<file path="config.mk">
export PLATFORM = sky130hd
export DESIGN_NAME = reg_debug_port_flat
export DESIGN_NICKNAME = d
export VERILOG_FILES = /design/src/rtl/reg_debug_port_pkg.sv /design/src/rtl/reg_debug_port_if.sv /design/src/rtl/reg_debug_port.sv /design/src/flat_wrapper.sv
export SDC_FILE = /design/constraint.sdc
export NUM_CORES = 1
export LEC_CHECK = 0
export BUFFER_PORTS_ARGS = -buffer_cell sky130_fd_sc_hd__buf_4
export CAP_MARGIN = 20
export CORE_ASPECT_RATIO = 1.75
export CORE_MARGIN = 3
export CORE_UTILIZATION = 30
export DETAILED_ROUTE_END_ITERATION = 7
export GPL_TIMING_DRIVEN = 1
export PLACE_DENSITY = 0.51
export SKIP_CTS_REPAIR_TIMING = 1
export SLEW_MARGIN = 20
export SYNTH_ARGS = -nofsm -noshare
export SYNTH_HDL_FRONTEND = slang
export SYNTH_SLANG_ARGS = --single-unit
</file>
<file path="constraint.sdc">
create_clock -name clk -period 1.75 [get_ports clk]
set_input_delay 0.175 -clock clk [delete_from_list [all_inputs] [get_ports clk]]
set_output_delay 0.175 -clock clk [all_outputs]
set_load 0.05 [all_outputs]
</file>
<file path="src/rtl/reg_debug_port_pkg.sv">
// Shared widths, opcodes and FSM encoding for the debug-side register file initiator.
// ADDR_W/DATA_W are the same defaults the 16x16 register file uses.
package reg_debug_port_pkg;

    localparam int ADDR_W   = 4;
    localparam int DATA_W   = 16;
    localparam int NUM_REGS = 16;

    localparam logic [1:0] OP_READ  = 2'd0;
    localparam logic [1:0] OP_WRITE = 2'd1;
    localparam logic [1:0] OP_DUMP  = 2'd2;
    localparam logic [1:0] OP_FILL  = 2'd3;

    localparam logic [ADDR_W-1:0] LAST_REG = ADDR_W'(NUM_REGS - 1);

    typedef enum logic [2:0] {
        IDLE = 3'd0,
        RD   = 3'd1,
        WR   = 3'd2,
        FILL = 3'd3,
        RSP  = 3'd4
    } state_t;

endpackage

</file>
<file path="src/rtl/reg_debug_port_if.sv">
// Command, response and register-file port bundle of the debug port.
// slave = the debug port itself, master = host plus register file side.
interface reg_debug_port_if;
    import reg_debug_port_pkg::*;

    logic              cmd_valid;
    logic              cmd_ready;
    logic [1:0]        cmd_op;
    logic [ADDR_W-1:0] cmd_addr;
    logic [DATA_W-1:0] cmd_data;

    logic              rsp_valid;
    logic              rsp_ready;
    logic [ADDR_W-1:0] rsp_addr;
    logic [DATA_W-1:0] rsp_data;
    logic              rsp_last;

    logic [ADDR_W-1:0] rf_read_reg;
    logic [DATA_W-1:0] rf_read_data;
    logic              rf_write_en;
    logic [ADDR_W-1:0] rf_write_reg;
    logic [DATA_W-1:0] rf_write_data;
    logic              core_hold;

    modport slave (
        input  cmd_valid, cmd_op, cmd_addr, cmd_data, rsp_ready, rf_read_data,
        output cmd_ready, rsp_valid, rsp_addr, rsp_data, rsp_last,
               rf_read_reg, rf_write_en, rf_write_reg, rf_write_data, core_hold
    );

    modport master (
        output cmd_valid, cmd_op, cmd_addr, cmd_data, rsp_ready, rf_read_data,
        input  cmd_ready, rsp_valid, rsp_addr, rsp_data, rsp_last,
               rf_read_reg, rf_write_en, rf_write_reg, rf_write_data, core_hold
    );

endinterface

</file>
<file path="src/rtl/reg_debug_port.sv">
// Debug initiator: runs READ/WRITE/DUMP/FILL against the register file and
// returns results over a valid/ready response channel, holding the core while busy.
module reg_debug_port
    import reg_debug_port_pkg::*;
(
    input  logic             clk,
    input  logic             reset_n,
    reg_debug_port_if.slave  dbg
);

    state_t            state_reg, state_next;
    logic [ADDR_W-1:0] ptr_reg, ptr_next;
    logic [1:0]        op_reg, op_next;
    logic [DATA_W-1:0] data_reg, data_next;
    logic [ADDR_W-1:0] rsp_addr_reg, rsp_addr_next;
    logic [DATA_W-1:0] rsp_data_reg, rsp_data_next;
    logic              rsp_last_reg, rsp_last_next;

    always_ff @(posedge clk or negedge reset_n) begin
        if (!reset_n) begin
            state_reg    <= IDLE;
            ptr_reg      <= '0;
            op_reg       <= '0;
            data_reg     <= '0;
            rsp_addr_reg <= '0;
            rsp_data_reg <= '0;
            rsp_last_reg <= 1'b0;
        end else begin
            state_reg    <= state_next;
            ptr_reg      <= ptr_next;
            op_reg       <= op_next;
            data_reg     <= data_next;
            rsp_addr_reg <= rsp_addr_next;
            rsp_data_reg <= rsp_data_next;
            rsp_last_reg <= rsp_last_next;
        end
    end

    always_comb begin
        state_next    = state_reg;
        ptr_next      = ptr_reg;
        op_next       = op_reg;
        data_next     = data_reg;
        rsp_addr_next = rsp_addr_reg;
        rsp_data_next = rsp_data_reg;
        rsp_last_next = rsp_last_reg;

        case (state_reg)
            IDLE: begin
                if (dbg.cmd_valid) begin
                    op_next   = dbg.cmd_op;
                    data_next = dbg.cmd_data;
                    // Single-register ops target cmd_addr; sweeps always start at 0
                    ptr_next  = (dbg.cmd_op == OP_READ || dbg.cmd_op == OP_WRITE)
                                ? dbg.cmd_addr : '0;
                    case (dbg.cmd_op)
                        OP_WRITE: state_next = WR;
                        OP_FILL:  state_next = FILL;
                        default:  state_next = RD;
                    endcase
                end
            end
            RD: begin
                rsp_data_next = dbg.rf_read_data;
                rsp_addr_next = ptr_reg;
                rsp_last_next = (op_reg == OP_READ) || (ptr_reg == LAST_REG);
                state_next    = RSP;
            end
            WR: begin
                rsp_data_next = data_reg;
                rsp_addr_next = ptr_reg;
                rsp_last_next = 1'b1;
                state_next    = RSP;
            end
            FILL: begin
                if (ptr_reg == LAST_REG) begin
                    rsp_data_next = data_reg;
                    rsp_addr_next = LAST_REG;
                    rsp_last_next = 1'b1;
                    state_next    = RSP;
                end else begin
                    ptr_next = ptr_reg + ADDR_W'(1);
                end
            end
            RSP: begin
                if (dbg.rsp_ready) begin
                    if (rsp_last_reg) begin
                        state_next = IDLE;
                    end else begin
                        // Only DUMP produces non-final responses
                        ptr_next   = ptr_reg + ADDR_W'(1);
                        state_next = RD;
                    end
                end
            end
            default: state_next = IDLE;
        endcase
    end

    assign dbg.cmd_ready     = (state_reg == IDLE);
    assign dbg.core_hold     = (state_reg != IDLE);
    assign dbg.rsp_valid     = (state_reg == RSP);
    assign dbg.rsp_addr      = rsp_addr_reg;
    assign dbg.rsp_data      = rsp_data_reg;
    assign dbg.rsp_last      = rsp_last_reg;
    assign dbg.rf_read_reg   = ptr_reg;
    assign dbg.rf_write_reg  = ptr_reg;
    assign dbg.rf_write_data = data_reg;
    assign dbg.rf_write_en   = (state_reg == WR) || (state_reg == FILL);

endmodule

</file>
<file path="src/flat_wrapper.sv">
// flat-port wrapper written by rule: the top's interface ports become plain ports
module reg_debug_port_flat import reg_debug_port_pkg::*;
  (clk, reset_n, dbg_cmd_valid, dbg_cmd_op, dbg_cmd_addr, dbg_cmd_data, dbg_rsp_ready, dbg_rf_read_data, dbg_cmd_ready, dbg_rsp_valid, dbg_rsp_addr, dbg_rsp_data, dbg_rsp_last, dbg_rf_read_reg, dbg_rf_write_en, dbg_rf_write_reg, dbg_rf_write_data, dbg_core_hold);
  reg_debug_port_if dbg_i ();
  input  logic clk;
  input  logic reset_n;
  input wire logic [$bits(dbg_i.cmd_valid)-1:0] dbg_cmd_valid;
  input wire logic [$bits(dbg_i.cmd_op)-1:0] dbg_cmd_op;
  input wire logic [$bits(dbg_i.cmd_addr)-1:0] dbg_cmd_addr;
  input wire logic [$bits(dbg_i.cmd_data)-1:0] dbg_cmd_data;
  input wire logic [$bits(dbg_i.rsp_ready)-1:0] dbg_rsp_ready;
  input wire logic [$bits(dbg_i.rf_read_data)-1:0] dbg_rf_read_data;
  output wire logic [$bits(dbg_i.cmd_ready)-1:0] dbg_cmd_ready;
  output wire logic [$bits(dbg_i.rsp_valid)-1:0] dbg_rsp_valid;
  output wire logic [$bits(dbg_i.rsp_addr)-1:0] dbg_rsp_addr;
  output wire logic [$bits(dbg_i.rsp_data)-1:0] dbg_rsp_data;
  output wire logic [$bits(dbg_i.rsp_last)-1:0] dbg_rsp_last;
  output wire logic [$bits(dbg_i.rf_read_reg)-1:0] dbg_rf_read_reg;
  output wire logic [$bits(dbg_i.rf_write_en)-1:0] dbg_rf_write_en;
  output wire logic [$bits(dbg_i.rf_write_reg)-1:0] dbg_rf_write_reg;
  output wire logic [$bits(dbg_i.rf_write_data)-1:0] dbg_rf_write_data;
  output wire logic [$bits(dbg_i.core_hold)-1:0] dbg_core_hold;
  assign dbg_i.cmd_valid = dbg_cmd_valid;
  assign dbg_i.cmd_op = dbg_cmd_op;
  assign dbg_i.cmd_addr = dbg_cmd_addr;
  assign dbg_i.cmd_data = dbg_cmd_data;
  assign dbg_i.rsp_ready = dbg_rsp_ready;
  assign dbg_i.rf_read_data = dbg_rf_read_data;
  assign dbg_cmd_ready = dbg_i.cmd_ready;
  assign dbg_rsp_valid = dbg_i.rsp_valid;
  assign dbg_rsp_addr = dbg_i.rsp_addr;
  assign dbg_rsp_data = dbg_i.rsp_data;
  assign dbg_rsp_last = dbg_i.rsp_last;
  assign dbg_rf_read_reg = dbg_i.rf_read_reg;
  assign dbg_rf_write_en = dbg_i.rf_write_en;
  assign dbg_rf_write_reg = dbg_i.rf_write_reg;
  assign dbg_rf_write_data = dbg_i.rf_write_data;
  assign dbg_core_hold = dbg_i.core_hold;
  reg_debug_port u_core (.clk(clk), .reset_n(reset_n), .dbg(dbg_i));
endmodule
</file>
## After elaboration in Yosys (flattened, before gate mapping)

Index checks and enable logic that the tools add are counted.

- Multiplexer cells: 18
- Reductions and logical operators: 16
- Equality and inequality tests: 12
- Add/sub/neg operators: 1

Operators with widths:

| kind | count |
|---|---|
| $pmux W16 S3 | 1 |
| $mux W4 | 6 |
| $mux W16 | 1 |
| $pmux W3 S4 | 1 |
| $pmux W4 S3 | 1 |
| $mux W3 | 3 |
| $reduce_bool A3 Y1 | 3 |
| $ne A2 B2 Y1 const B | 4 |
| $pmux W4 S2 | 1 |
| $eq A3 B2 Y1 const B | 2 |
| $reduce_and A2 Y1 | 3 |
| $reduce_and A5 Y1 | 1 |
| $add A4 B1 Y4 const B | 1 |
| $eq A4 B4 Y1 const B | 1 |
| $logic_not A2 Y1 | 2 |
| $pmux W2 S2 | 1 |
| $eq A3 B1 Y1 const B | 1 |
| $eq A3 B3 Y1 const B | 1 |
| $logic_not A3 Y1 | 1 |
| $logic_or A1 B1 Y1 | 3 |
| $pmux W1 S3 | 1 |
| $reduce_and A3 Y1 | 1 |
| $eq A2 B1 Y1 const B | 1 |
| $eq A2 B2 Y1 const B | 1 |
| other kinds (4) | 5 |

- Logic and storage cells: 54
- Register bits after elaboration: 46
- Output and inout bits: 49
- Input port bits: 42

## Logic depth before layout (Yosys ltp)

Gate-level depths: netlist (run 1).

- Depth in word-level cells: 5
- Depth in mapped cells: 6
- Gate-level depth less buffers: 5

## Worst setup path before layout (run 1)

Ideal clock, no wire load.

- Path type: register to register
- Start point: reg u_core.ptr_reg[0], in the netlist u_core.dbg.rf_read_reg[0]
- End point: reg u_core.rsp_data_reg[0], in the netlist u_core.dbg.rsp_data[0]
- Data arrival time: 1812 ps
- Path buffers: 1
- Cell stages (with the launch flop): 7
- Required time: 1673 ps
- Setup time: 77 ps
- Slack: -140 ps
- Period minus slack after synthesis: 1890 ps
- Path through: dfrtp_1 ha_1 nand3_1 a211oi_4 buf_2 nor2_1 a21oi_1

- Word-level cells in the longest chain between the ends: 3

RTL lines:

| item | RTL line | RTL |
|---|---|---|
| from (decl) | reg_debug_port.sv:12 | `logic [ADDR_W-1:0] ptr_reg, ptr_next;` |
| from (signal assigned) | reg_debug_port.sv:30 | `ptr_reg <= ptr_next;` |
| $eq A4 B4 Y1 | reg_debug_port.sv:76 | `if (ptr_reg == LAST_REG) begin` |
| $ne A2 B1 Y1 (no source line) | n/a |  |
| $reduce_and A2 Y1 (no source line) | n/a |  |
| to (signal assigned) | reg_debug_port.sv:34 | `rsp_data_reg <= rsp_data_next;` |
| to (decl) | reg_debug_port.sv:16 | `logic [DATA_W-1:0] rsp_data_reg, rsp_data_next;` |

Every way passes these cells.
A chain may end at the register's enable or synchronous reset.

## Worst setup path in the final report (run 1)

- Start point: reg u_core.state_reg[1]
- End point: out dbg_rsp_valid

- Word-level cells in the longest chain between the ends: 1

RTL lines:

| item | RTL line | RTL |
|---|---|---|
| from (decl) | reg_debug_port.sv:11 | `state_t state_reg, state_next;` |
| from (signal assigned) | reg_debug_port.sv:29 | `state_reg <= state_next;` |
| $eq A3 B3 Y1 | reg_debug_port.sv:102 | `assign dbg.rsp_valid = (state_reg == RSP);` |
| to (decl) | flat_wrapper.sv:14 | `output wire logic [$bits(dbg_i.rsp_valid)-1:0] dbg_rsp_valid;` |

Every way passes these cells.

==> results of run 1 <==
[cells by family (layout without fill, tap and decap cells)]
group	Yosys count	in the layout
flops	46	46
simple gates	45	45
compound gates	42	42
mux	33	33
buf+inv	20	119
fa+ha+maj	1	1
[stage by stage]
step / instance area (um^2) / util, % / hold WS [ns] / cells
6_report: 3150 / 45.6 / 0.123 / 370
2_1_floorplan: 2140 / - / -0.121 / 187
5_1_grt: 3150 / 45.6 / 0.120 / 370
4_1_cts: 3110 / 45.0 / -0.0589 / 366
3_3_place_gp: 2970 / 43.0 / 0.237 / 360
3_5_place_dp: 2970 / 43.0 / 0.238 / 360
[cell usage in the layout (no fill, tap or decap), types with 2 or more instances in the layout]
| cell type | instances |
|---|---|
| mux2_2 | 17 |
| inv_1 | 7 |
| o21ai_0 | 5 |
| a31oi_1 | 3 |
| a21o_1 | 2 |
| nand2_1 | 3 |
| buf_4 | 102 |
| nand3b_1 | 3 |
| nor3_1 | 2 |
| dfrtp_2 | 2 |
| buf_12 | 3 |
| nand2b_1 | 3 |
| dfrtp_1 | 44 |
| a21oi_1 | 20 |
| clkbuf_16 | 5 |
| o221ai_1 | 2 |
| nor2_1 | 23 |
| mux2i_1 | 16 |
| o22ai_1 | 2 |
| and3_1 | 2 |
[layer usage]
metal / part of all wire [%] / up-vias / GRT usage, %
met5: 0 / - / 0
met4: 2.7 / 0 / 5.04
met3: 4.9 / 11 / 2.82
met2: 56 / 55 / 27.5
met1: 36 / 865 / 15.2
li1: - / 853 / -
[worst max-delay path, delay by kind of cell (launching register included)]
kind / cells / cell delay (ns)
buf+inv: 2 / 0.44
flops: 1 / 0.41
simple gates: 1 / 0.35
[layout make-up]
class,count,area share [%]
Clock buffer,6,4.41
Inverter,7,0.835
Multi-Input combinational cell,121,28.2
Sequential cell,46,36.7
Tap cell,84,3.34
Timing Repair Buffer,106,26.6
[synthesized netlist by cell type (all sizes together) (2+ instances only)]
cell	n
a21oi	20
nand3b	3
dfrtp	46
o22ai	2
nand2b	3
mux2i	16
a31oi	3
buf	13
and3	2
mux2	17
nor2	24
nor3b	2
a21o	2
inv	7
nand2	3
o221ai	2
nor3	3
o21ai	5
[path summary, 6_finish.rpt]
path | to
worst max-delay path | dbg_rsp_valid
worst min-delay path | u_core.dbg.rf_write_data[8]$_DFFE_PN0P_
worst max register to register | u_core.dbg.rf_read_reg[2]$_DFFE_PN0P_
worst min register to register | u_core.dbg.rsp_addr[1]$_DFFE_PN0P_
max in group asynchronous | u_core.dbg.rf_read_reg[1]$_DFFE_PN0P_
min in group asynchronous | u_core.dbg.rf_read_reg[3]$_DFFE_PN0P_
==> flow_summary.ini, run 1 <==
[placement]
hpwl_mm = 4.32
routabilityCongestion = 0.800
place_ws_ns = 0.0999
port_buffers = 90

[grt]
first_global_vias = 1837
grt_usage_pct = 14.4
grt_pass1_wl_mm = 9.34
grt_max_degree = 47
grt_antenna_before_repair = 0
gr-total-overflow = 0

[logic_synthesis]
synth_warnings = 0
synth.area.top_cells = dfrtp_1 (54%), mux2_2 (9.0%), mux2i_1 (7.5%), a21oi_1 (4.7%), nor2_1 (4.0%)
synth_top_area_share_pct = 53.9
synthArstFlopShare_pct = 100
synth_xor_area_share_pct = 0
synth_area_um2 = 2140
yosysTopAreaCell = dfrtp_1
ys_types = 36
syn_inst = 187
muxShareOfSynthArea_pct = 16.5
synth_top_family_by_area = multiplexers
synth-edff-count = 0
syn-num-nets = 230
synth_compound_area_share_pct = 12.8
postSynthAreaPerCell_um2 = 11.4
synth_simple_gate_area_share_pct = 11.1
synth_adder_area_share_pct = 0.586
yosys_register_bits = 46
yosysSeqAreaShare_pct = 53.9
synth-main-ff-cell = dfrtp_1

[clock_network]
clkTransAtPathRegs_ns = 0.06
cts_buffers = 5
clockRootBuffer = clkbuf_16
clock_path_buffers = 2
clock-sinks = 46
clk_latency_ns = 0.28
htree_levels = 2
cts_tree = built

[sta]
fin_crit_sh_pct = 94.6
worst_slew_pin_slew_ns = 0.606
slew_viol_final = 0
setup_slack_ns = 0.0942
setup_violations = 0
max_slew_margin_pct = 59.6
rsz0062_at_grt = no
post-route-min-period_ns = 1.66
finalHoldViolCount = 0
setup_tns_ns = 0
max_freq_mhz = 604
fin_skew_ns = 0.00335

[route]
ant_nets = 0
drtPass1Iterations = 4
vias_per_cell = 4.82
drtIter0Drc = 83
via_count = 1784
wl_mm = 5.85
detail_route.wl_per_cell_um = 15.8
drc = 0

[die]
dieWidth_um = 69.8
die_area_um2 = 8210
die_y_um = 118
rows = 40
start_util_pct = 30.9
coreArea_um2 = 6910
io_pins = 91

[final_layout]
multi_input_area_um2 = 887
fillers = 690
fin_nets = 330
antenna_cells = 0
register_area_um2 = 1150
syn2layout_area_growth_pct = 47.3
drive_gt1_share_pct = 47.9

[worst_setup_path]
rrSetupSlack_ns = 0.11
critPathKind = reg2out
cp_slowest_cell = dfrtp_1
cp.arrival_ns = 1.48
critPathMaxFanout = 6
r2r_start = u_core.state_reg[0]$_DFFE_PN0P_
ff2ff_path_depth = 4
cp_common_cell = buf_4
cp_cell_sequence = buf_4 -> nor3b_4 -> buf_4
crit_start = u_core.state_reg[1]$_DFFE_PN0P_
crit_path_end_kind = output port
worstPathRequired_ns = 1.57
crit_path_start_kind = flip-flop
critPathMaxStageDelay_ns = 0.41

[run]
cap_violations = 0

[worst_hold_path]
worst_hold_path_type = in2reg
min_path_cells = 2
hp-start = dbg_cmd_data[8]

[outcome]
status = finished, final reports clean
Power of run 1 is not shown: default switching activity piles up to over one toggle a cycle in this logic, so the estimate is an artifact.
==> run 2: changes to the inputs <==
--- a/config.mk
+++ b/config.mk
@@ -10,6 +10,7 @@
 export CORE_ASPECT_RATIO = 1.75
 export CORE_MARGIN = 3
 export CORE_UTILIZATION = 30
+export CTS_BUF_LIST = sky130_fd_sc_hd__clkbuf_8
 export DETAILED_ROUTE_END_ITERATION = 7
 export GPL_TIMING_DRIVEN = 1
 export PLACE_DENSITY = 0.51
==> run 2 against run 1 <==
  * Final cell count grew 0.54%
  * Global-route usage shrank 0.19 points
  * Sequential share of layout area grew 0.44 points
  * Largest cell class unchanged
  * Fmax grew 0.99%
  * Register-to-register slack is essentially flat
  * Highest routed layer unchanged
==> flow_summary.ini, run 2 (synthesized netlist as in run 1, its figures left out) <==
[outcome]
status = finished, final reports clean

[sta]
fin_skew_ns = 0.00369
rsz0062_at_grt = no
finalHoldViolCount = 0
setup_tns_ns = 0
max_slew_margin_pct = 59.3
max_freq_mhz = 610
fin_crit_sh_pct = 93.7
slew_viol_final = 0
setup_violations = 0
worst_slew_pin_slew_ns = 0.611
post-route-min-period_ns = 1.64

[route]
detail_route.wl_per_cell_um = 15.6
vias_per_cell = 4.74
wl_mm = 5.81
ant_nets = 0
drtPass1Iterations = 4
drtIter0Drc = 83
drc = 0
via_count = 1765

[final_layout]
layout_commonest_cell = buf_4
syn2layout_area_growth_pct = 45.6
antenna_cells = 0
drive_gt1_share_pct = 48.3
instances_no_fill = 372
fin_nets = 332
final_cell_mix = buf_4 (103), dfrtp_1 (44), nor2_1 (23), a21oi_1 (20), mux2_2 (17)

[grt]
grt_max_degree = 47
grt_usage_pct = 14.2
first_global_vias = 1828
gr-total-overflow = 0
grt_pass1_wl_mm = 9.29
grt_antenna_before_repair = 0

[worst_setup_path]
critPathMaxFanout = 17
crit_path_end_kind = flip-flop
crit_path_start_kind = flip-flop
critPathKind = reg2reg
worstPathRequired_ns = 1.97
cp.arrival_ns = 1.85

[die]
io_pins = 91
start_util_pct = 30.9
rows = 40
die_y_um = 118
dieWidth_um = 69.8
coreArea_um2 = 6910
die_area_um2 = 8210

[clock_network]
cts_tree = built
htree_levels = 2
clkTransAtPathRegs_ns = 0.08
cts_buffers = 5
clock-sinks = 46
clock_path_buffers = 2
clockRootBuffer = clkbuf_8
clk_latency_ns = 0.29

[run]
cap_violations = 0

[placement]
port_buffers = 90
routabilityCongestion = 0.800
hpwl_mm = 4.32
dp_cells = 360

[worst_hold_path]
worst_hold_path_type = in2reg
-- run 2: cell count changes in the layout (fill, tap and decap cells not counted) --
cell       change
clkbuf_16      -5
clkbuf_8       +5
buf_4          +1
buf_6          +1
-- run 2: area by class of cell --
type                            count  area [um^2]
Sequential cell                    46         1150
Tap cell                           84          105
Clock buffer                        6         82.6
Timing Repair Buffer              108          855
Fill cell                         690         3800
Inverter                            7         26.3
Multi-Input combinational cell    121          887
-- run 2: path summary, 6_finish.rpt --
| check | cells after the start | slack (ns) | endpoint | start |
|---|---|---|---|---|
| max | 7 | 0.11 | u_core.dbg.rsp_data[8]$_DFFE_PN0P_ | u_core.dbg.rf_read_reg[0]$_DFFE_PN0P_ |
| min | 2 | 0.11 | u_core.dbg.rf_write_data[8]$_DFFE_PN0P_ | dbg_cmd_data[8] |
| max reg2reg | 7 | 0.11 | u_core.dbg.rsp_data[8]$_DFFE_PN0P_ | u_core.dbg.rf_read_reg[0]$_DFFE_PN0P_ |
| min reg2reg | 2 | 0.53 | u_core.dbg.rsp_data[0]$_DFFE_PN0P_ | u_core.dbg.rsp_data[0]$_DFFE_PN0P_ |
| max in group asynchronous | 2 | 0.87 | u_core.dbg.rf_read_reg[1]$_DFFE_PN0P_ | reset_n |
| min in group asynchronous | 2 | 0.43 | u_core.dbg.rf_read_reg[3]$_DFFE_PN0P_ | reset_n |
-- run 2: per-stage QoR --
| step | hold slack [ns] | setup WS (ns) | util (%) | area (um^2) |
|---|---|---|---|---|
| floorplan | -0.121 | 0.0384 | - | 2140 |
| global route | 0.102 | 0.00574 | 45.0 | 3110 |
| detailed placement | 0.238 | 0.0999 | 43.0 | 2970 |
| finish | 0.114 | 0.110 | 45.0 | 3110 |
| CTS | -0.0813 | 0.0585 | 44.2 | 3050 |
| global placement | 0.237 | 0.147 | 43.0 | 2970 |
-- run 2: worst max-delay path: stages, from the launching register on --
cell and delay (ns):
dfrtp_2 0.42, ha_2 0.23, nand3_2 0.13, a211oi_4 0.32, buf_4 0.18, buf_12 0.13, nor2_1 0.04, a21oi_1 0.11
-- run 2: layer usage --
metal  vias up  part of all wire [%]  routed length, um  global-route usage [%]
met5         -                     0                  0                       0
li1        853                     -                  -                       -
met3         6                   4.6                270                    2.56
met2        53                    58               3360                    27.5
met1       853                    36               2080                    15.0
met4         0                   1.8                102                    4.32
Power of run 2 is left out for the same reason.
